$ cat src/rtl/uart_pkg.sv
// Shared types and constants for the UART receiver: FSM states, parity codes,
// oversampling constants and small combinational helpers.
package uart_pkg;

    typedef enum logic [2:0] {
        IDLE   = 3'd0,
        START  = 3'd1,
        DATA   = 3'd2,
        PARITY = 3'd3,
        STOP   = 3'd4
    } rx_state_t;

    localparam logic [1:0] PAR_NONE = 2'b00;
    localparam logic [1:0] PAR_ODD  = 2'b01;
    localparam logic [1:0] PAR_EVEN = 2'b10;

    // Ticks are numbered 1..OVS within a bit; majority votes use ticks 7, 8 and 9.
    localparam logic [4:0] OVS          = 5'd16;
    localparam logic [4:0] SAMPLE_EARLY = 5'd7;
    localparam logic [4:0] SAMPLE_MID   = 5'd8;
    localparam logic [4:0] SAMPLE_LATE  = 5'd9;

    function automatic logic [4:0] rxBitCount(input logic [1:0] sel, input logic [4:0] maxBits);
        case (sel)
            2'b00:   return 5'd5;
            2'b01:   return 5'd6;
            2'b10:   return 5'd7;
            2'b11:   return maxBits;
            default: return maxBits;
        endcase
    endfunction

    function automatic logic majority3(input logic a, input logic b, input logic c);
        return (a & b) | (a & c) | (b & c);
    endfunction

endpackage

$ cat src/rtl/uart_rx_baud_gen.sv
// 16x oversampling tick generator: one-clock Tick every BaudDiv+1 clocks.
module uart_rx_baud_gen #(
    parameter int DIV_W = 16
) (
    input  logic             Clock,
    input  logic             Reset,
    input  logic [DIV_W-1:0] BaudDiv,
    output logic             Tick
);

    logic [DIV_W-1:0] cnt_r;
    logic             tick_r;

    // Down-counter reloads only on a tick so a new divisor never truncates a count.
    always_ff @(posedge Clock) begin
        if (Reset) begin
            cnt_r  <= '0;
            tick_r <= 1'b0;
        end else if (cnt_r == '0) begin
            cnt_r  <= BaudDiv;
            tick_r <= 1'b1;
        end else begin
            cnt_r  <= cnt_r - DIV_W'(1);
            tick_r <= 1'b0;
        end
    end

    assign Tick = tick_r;

endmodule

$ cat src/rtl/uart_rx_core.sv
// UART receiver: synchroniser, frame FSM, shift register and output storage.
// Define UART_RX_FIFO_EN for a FIFO_DEPTH-entry output FIFO; otherwise one holding register.
module uart_rx_core
    import uart_pkg::*;
#(
    parameter int DATA_W     = 8,
    parameter int DIV_W      = 16,
    parameter int FIFO_DEPTH = 4
) (
    input  logic              Clock,
    input  logic              Reset,
    input  logic              DataTx,
    input  logic [DIV_W-1:0]  BaudDiv,
    input  logic [1:0]        DataBits,
    input  logic [1:0]        ParityType,
    input  logic              StopBits,
    output logic [DATA_W-1:0] DataOut,
    output logic              ParityErr,
    output logic              FrameErr,
    output logic              BreakFlag,
    output logic              DataValid,
    input  logic              DataReady,
    output logic              Overrun,
    output logic              Busy
);

    localparam logic [4:0] MAX_BITS = 5'(DATA_W);
    localparam int         ENT_W    = DATA_W + 3;

    logic              sync1_r, sync2_r, linePrev_r, fallEdge_s;
    logic              tick_s;
    rx_state_t         state_r, stateNext_s;
    logic [4:0]        cnt_r, thisTick_s, bitIdx_r;
    logic              stopIdx_r, v7_r, v8_r, maj_s;
    logic [DATA_W-1:0] data_r;
    logic              parAcc_r, anyOne_r, parErr_r, frameErr_r, stop1Low_r, brk_s;
    logic              lastBit_s, lastStop_s, parityOn_s, sampleTick_s, endTick_s;
    logic              busy_s, done_s, busy_r, done_r;
    logic              overrun_r, pop_s;
    logic [ENT_W-1:0]  entry_s;

    uart_rx_baud_gen #(.DIV_W(DIV_W)) uBaud (
        .Clock  (Clock),
        .Reset  (Reset),
        .BaudDiv(BaudDiv),
        .Tick   (tick_s)
    );

    // Two-flop synchroniser plus one more stage for falling-edge detection; idle high.
    always_ff @(posedge Clock) begin
        if (Reset) begin
            sync1_r    <= 1'b1;
            sync2_r    <= 1'b1;
            linePrev_r <= 1'b1;
        end else begin
            sync1_r    <= DataTx;
            sync2_r    <= sync1_r;
            linePrev_r <= sync2_r;
        end
    end

    // Edge-triggered rearm means a line stuck low after a break cannot restart a frame.
    assign fallEdge_s   = linePrev_r & ~sync2_r;
    assign thisTick_s   = cnt_r + 5'd1;
    assign sampleTick_s = tick_s && (thisTick_s == SAMPLE_LATE);
    assign endTick_s    = tick_s && (thisTick_s == OVS);
    assign maj_s        = majority3(v7_r, v8_r, sync2_r);
    assign parityOn_s   = (ParityType == PAR_ODD) || (ParityType == PAR_EVEN);
    assign lastBit_s    = (bitIdx_r == (rxBitCount(DataBits, MAX_BITS) - 5'd1));
    assign lastStop_s   = (StopBits == 1'b0) || stopIdx_r;
    assign brk_s        = ~anyOne_r & stop1Low_r;
    assign entry_s      = {data_r, parErr_r, frameErr_r, brk_s};

    // State register with registered Busy and the completion strobe.
    always_ff @(posedge Clock) begin
        if (Reset) begin
            state_r <= IDLE;
            busy_r  <= 1'b0;
            done_r  <= 1'b0;
        end else begin
            state_r <= stateNext_s;
            busy_r  <= busy_s;
            done_r  <= done_s;
        end
    end

    // Next-state logic.
    always_comb begin
        stateNext_s = state_r;
        case (state_r)
            IDLE: begin
                if (fallEdge_s) stateNext_s = START;
                else            stateNext_s = IDLE;
            end
            START: begin
                if (tick_s && (thisTick_s == SAMPLE_MID) && sync2_r) stateNext_s = IDLE;
                else if (endTick_s)                                  stateNext_s = DATA;
                else                                                 stateNext_s = START;
            end
            DATA: begin
                if (endTick_s && lastBit_s) stateNext_s = parityOn_s ? PARITY : STOP;
                else                        stateNext_s = DATA;
            end
            PARITY: begin
                if (endTick_s) stateNext_s = STOP;
                else           stateNext_s = PARITY;
            end
            STOP: begin
                // Finish mid-stop so a back-to-back start edge is not missed.
                if (sampleTick_s && lastStop_s) stateNext_s = IDLE;
                else                            stateNext_s = STOP;
            end
            default: stateNext_s = IDLE;
        endcase
    end

    // Output decode: Busy covers confirmed frames only, done marks the final stop sample.
    always_comb begin
        busy_s = 1'b0;
        done_s = 1'b0;
        if ((stateNext_s == DATA) || (stateNext_s == PARITY) || (stateNext_s == STOP)) busy_s = 1'b1;
        else                                                                              busy_s = 1'b0;
        if ((state_r == STOP) && sampleTick_s && lastStop_s) done_s = 1'b1;
        else                                                 done_s = 1'b0;
    end

    // Tick counting, majority sampling and frame assembly.
    always_ff @(posedge Clock) begin
        if (Reset || (state_r == IDLE && fallEdge_s)) begin
            cnt_r      <= 5'd0;
            bitIdx_r   <= 5'd0;
            stopIdx_r  <= 1'b0;
            v7_r       <= 1'b0;
            v8_r       <= 1'b0;
            data_r     <= '0;
            parAcc_r   <= 1'b0;
            anyOne_r   <= 1'b0;
            parErr_r   <= 1'b0;
            frameErr_r <= 1'b0;
            stop1Low_r <= 1'b0;
        end else if (tick_s && (state_r != IDLE)) begin
            cnt_r <= (thisTick_s == OVS) ? 5'd0 : thisTick_s;
            if (thisTick_s == SAMPLE_EARLY) v7_r <= sync2_r;
            if (thisTick_s == SAMPLE_MID)   v8_r <= sync2_r;
            if (thisTick_s == SAMPLE_LATE) begin
                case (state_r)
                    DATA: begin
                        for (int i = 0; i < DATA_W; i++) begin
                            if (bitIdx_r == 5'(i)) data_r[i] <= maj_s;
                        end
                        parAcc_r <= parAcc_r ^ maj_s;
                        anyOne_r <= anyOne_r | maj_s;
                    end
                    PARITY: begin
                        parErr_r <= (ParityType == PAR_ODD) ? ~(parAcc_r ^ maj_s) : (parAcc_r ^ maj_s);
                        anyOne_r <= anyOne_r | maj_s;
                    end
                    STOP: begin
                        if (!maj_s)      frameErr_r <= 1'b1;
                        if (!stopIdx_r)  stop1Low_r <= ~maj_s;
                    end
                    default: ;
                endcase
            end
            if (thisTick_s == OVS) begin
                case (state_r)
                    DATA:    bitIdx_r  <= bitIdx_r + 5'd1;
                    STOP:    stopIdx_r <= 1'b1;
                    default: ;
                endcase
            end
        end
    end

`ifdef UART_RX_FIFO_EN
    localparam int PTR_W = $clog2(FIFO_DEPTH);
    localparam int CNT_W = PTR_W + 1;

    logic [ENT_W-1:0] mem_r [FIFO_DEPTH];
    logic [PTR_W-1:0] wrPtr_r, rdPtr_r;
    logic [CNT_W-1:0] count_r;
    logic             full_s, empty_s, push_s;

    assign empty_s = (count_r == '0);
    assign full_s  = (count_r == CNT_W'(FIFO_DEPTH));
    assign pop_s   = ~empty_s & DataReady;
    assign push_s  = done_r & (~full_s | pop_s);

    // Frame FIFO; a pop in the same cycle frees room for the completing frame.
    always_ff @(posedge Clock) begin
        if (Reset) begin
            for (int i = 0; i < FIFO_DEPTH; i++) mem_r[i] <= '0;
            wrPtr_r   <= '0;
            rdPtr_r   <= '0;
            count_r   <= '0;
            overrun_r <= 1'b0;
        end else begin
            overrun_r <= done_r & full_s & ~pop_s;
            if (push_s) begin
                mem_r[wrPtr_r] <= entry_s;
                wrPtr_r        <= wrPtr_r + PTR_W'(1);
            end
            if (pop_s) rdPtr_r <= rdPtr_r + PTR_W'(1);
            case ({push_s, pop_s})
                2'b10:   count_r <= count_r + CNT_W'(1);
                2'b01:   count_r <= count_r - CNT_W'(1);
                default: count_r <= count_r;
            endcase
        end
    end

    assign {DataOut, ParityErr, FrameErr, BreakFlag} = mem_r[rdPtr_r];
    assign DataValid = ~empty_s;
`else
    logic [ENT_W-1:0] hold_r;
    logic             holdValid_r;

    if (FIFO_DEPTH < 1) begin : gDepthUnused
    end

    assign pop_s = holdValid_r & DataReady;

    // Single holding register; new frame is dropped while the held one is unaccepted.
    always_ff @(posedge Clock) begin
        if (Reset) begin
            hold_r      <= '0;
            holdValid_r <= 1'b0;
            overrun_r   <= 1'b0;
        end else begin
            overrun_r <= done_r & holdValid_r & ~pop_s;
            if (done_r && (!holdValid_r || pop_s)) begin
                hold_r      <= entry_s;
                holdValid_r <= 1'b1;
            end else if (pop_s) begin
                holdValid_r <= 1'b0;
            end else begin
                holdValid_r <= holdValid_r;
            end
        end
    end

    assign {DataOut, ParityErr, FrameErr, BreakFlag} = hold_r;
    assign DataValid = holdValid_r;
`endif

    assign Overrun = overrun_r;
    assign Busy    = busy_r;

endmodule
$ cat config.mk
export PLATFORM = sky130hd
export DESIGN_NAME = uart_rx_core
export DESIGN_NICKNAME = d
export VERILOG_FILES = /design/src/rtl/uart_pkg.sv /design/src/rtl/uart_rx_baud_gen.sv /design/src/rtl/uart_rx_core.sv
export SDC_FILE = /design/constraint.sdc
export NUM_CORES = 1
export LEC_CHECK = 0
export ABC_AREA = 0
export BUFFER_PORTS_ARGS = -buffer_cell sky130_fd_sc_hd__buf_2
export CELL_PAD_IN_SITES_DETAIL_PLACEMENT = 0
export CELL_PAD_IN_SITES_GLOBAL_PLACEMENT = 1
export CORE_MARGIN = 2
export CORE_UTILIZATION = 40
export DETAILED_ROUTE_END_ITERATION = 8
export GPL_TIMING_DRIVEN = 0
export PLACE_DENSITY_LB_ADDON = 0.1
export SLEW_MARGIN = 20
export SYNTH_ARGS = -nofsm -noshare
export SYNTH_HDL_FRONTEND = slang
export SYNTH_SLANG_ARGS = --single-unit
$ cat constraint.sdc
create_clock -name Clock -period 2.4 [get_ports Clock]
set_clock_uncertainty 0.05 [all_clocks]
set_input_delay 0.24 -clock Clock [delete_from_list [all_inputs] [get_ports Clock]]
set_output_delay 0.24 -clock Clock [all_outputs]
set_load 0.005 [all_outputs]
==> results.yml <==
final_layout:
  drive_gt1_frac: 0.195
  n_antenna_cell: 0
  final_common_cell: "dfxtp_1"
  stdcell_area_um2: 3710
  final_nets: 442
  syn2layout_area_growth_pct: 16.5
  final_cell_mix: "dfxtp_1, nor2_1, buf_2"
  num-fill-cells: 785
clocking:
  cts_root_buffer: "clkbuf_8"
  post-cts-setup-buffers: 0
  cts_buffer_depth: 2
  cts.reportedPaths.clkPinSlew_ps: 70
  numCtsBuffers: 9
  cts_tree: "yes"
  clk_latency_ps: 340
  clock_sinks: 64
  htreeDepth: 3
synthesis:
  synthDistinctLibCells: 57
  ys_warn_count: 0
  synth_nets: 393
  synthCells: 357
  ys_seq_area_frac: 0.402
  synth_area_um2: 3180
  async_flop_share: 0
  synth_edf_count: 0
  ys.flop_type: "dfxtp_1"
  syn_avg_cell_area_um2: 8.92
  synth-seq-cells: 64
floorplanning:
  die_area_um2: 8690
  die_h_um: 93.2
  die_w_um: 93.2
  start_util: 0.412
  core.rowCount: 32
  core_um2: 7730
  ioPinCount: 39
global_routing:
  grt_usage: 0.180
  overflow: 0
  antenna_found_initial: 0
  grt_max_degree: 14
  grt_pass1_wl_um: 12400
  grt_pass1_vias: 2481
detailed_routing:
  post-route-drc-count: 0
  drt-total-wl_um: 7370
  initialDrtViolationCount: 97
  firstDrtPassIters: 4
  wl_per_cell_um: 14.4
  vias: 2725
  ant_nets: 0
  vias_per_cell: 5.31
timing:
  fin_crit_sh: 0.929
  finalSetupViolations: 0
  rsz0062_at_grt: "true"
  holdWs_ps: 33.5
  slew_violations: 0
  clock.fmax_mhz: 449
  fin_crit_ps: 2230
  max_slew.worst_pin.slew_ps: 875
  slew-limit-headroom: 0.411
  hold_violations: 0
  fin_setup_tns_ps: 0
place:
  port_buffers: 38
  dp.final_hpwl_um: 5280
  post_dp_cell_area_um2: 3500
  gp_congestion: 0.833
critical_path:
  worstSetupPathType: "flip-flop to flip-flop"
  worst_setup_path_end_kind: "flip-flop"
  cpLargestDelayFamily: "compound AO/OA/AOI/OAI gates"
  crit_buf_inv: 1
  worstPathRequired_ps: 2560
  cpMaxStageDelayCell: "o2111ai_1"
  crit_fanout: 10
  slowest_delay_ps: 390
  crit_chain: "ha_1 > buf_4 > nand4_1 > o22ai_4 > o2111ai_1 > o211ai_1 > o31ai_1"
  critPathLaunchType: "flip-flop"
  crit_arrival_ps: 2380
outcome:
  outcome: "finished clean"
pwr:
  power.share.clock: 0.325
  p_int_mw: 1.95
  power_leakage_nw: 1.46
  pwr-share-comb: 0.245
  ir_worst_vdd_uv: 277
  p_switching_mw: 0.942
  powerDensity_nw_per_um2: 779
  swShare: 0.326
  p_total_mw: 2.89
  p_seq_frac: 0.430
min_path:
  hold_path_class: "primary input to flip-flop"
run:
  max-cap-violations: 0
==> cell type report <==
type	count	area, µm²	share of cell area
plain buffers	16	98.8	0.0267
clock buffers	9	124	0.0334
clock inverters	7	78.8	0.0213
inverters	11	41.3	0.0111
multi-input cells	266	1770	0.476
flip-flops and latches	64	1280	0.345
well taps	102	128	0.0344
repair buffers	38	190	0.0513
==> cell usage after synthesis, drive strengths merged, types with 6 or more instances <==
library cell	instances	share of area
dfxtp	64	0.40
nor2	45	0.053
nand2	32	0.038
mux2i	14	0.044
a21oi	13	0.020
a211oi	12	0.028
nor3	12	0.020
ha	11	0.043
inv	11	0.013
o211ai	11	0.030
xnor2	11	0.030
buf	10	0.024
o31ai	10	0.024
nand4	9	0.018
nand2b	7	0.014
nand3	7	0.011
xor2	7	0.019
clkbuf	6	0.0071
o21ai	6	0.0094
==> power groups by stage <==
stage	clock network, mW	logic, mW	registers, mW
4_1_cts	0.976	0.709	1.24
5_1_grt	1.02	0.796	1.26
3_5_place_dp	0	0.699	1.27
3_3_place_gp	0	0.702	1.26
2_1_floorplan	0	0.559	1.24
6_report	0.940	0.707	1.24
==> final timing paths <==
kind | from | endpoint | slack, ps | cells after the start
hold / removal | DataTx | sync1_r | 30 | 2
setup reg to reg | cnt_r[1] | data_r[3] | 170 | 7
hold reg to reg | sync1_r | sync2_r | 360 | 1
setup / recovery | cnt_r[1] | data_r[3] | 170 | 7
==> per-layer routing <==
metal / vias to the layer above / share of wire / track usage
met2: 59 / 0.44 / 0.262
met3: 9 / 0.044 / 0.0483
li1: 1389 / - / -
met1: 1268 / 0.51 / 0.257
met4: 0 / 0.011 / 0.0551
met5: - / 0 / 0
==> per-stage QoR <==
step                setup slack (ps)  instances  utilization
floorplan                        453        357            -
global placement                 119        497        0.453
detailed placement              96.3        497        0.453
CTS                             86.0        513        0.479
global route                   -75.8        513        0.480
finish                           171        513        0.480
==> cell families (layout without fill, tap and decap cells) <==
family | count (synthesis) | after routing | synth area share
AND/OR/NAND/NOR | 145 | 145 | 0.233
AO/OA/AOI/OAI | 77 | 77 | 0.181
flip-flops | 64 | 64 | 0.402
buffers and inverters | 27 | 81 | 0.0440
XOR/XNOR | 18 | 18 | 0.0495
multiplexers | 14 | 14 | 0.0440
adder cells (fa/ha/maj) | 12 | 12 | 0.0464
==> flip-flops by register name, indices dropped and copies added, names as in the netlist, 3 cells and up <==
register	flops
bitIdx_r	5
state_r	3
uBaud.cnt_r	16
hold_r	11
data_r	8
cnt_r	5
==> repair_timing <==
| item | in CTS | in global routing |
|---|---|---|
| hold buffers | 0 | 0 |
| setup endpoints to repair | 0 | 10 |
| endpoints found under the hold margin | 0 | 0 |
| gates resized for setup | 0 | 1 |
Power figures use the tool's default switching activity.
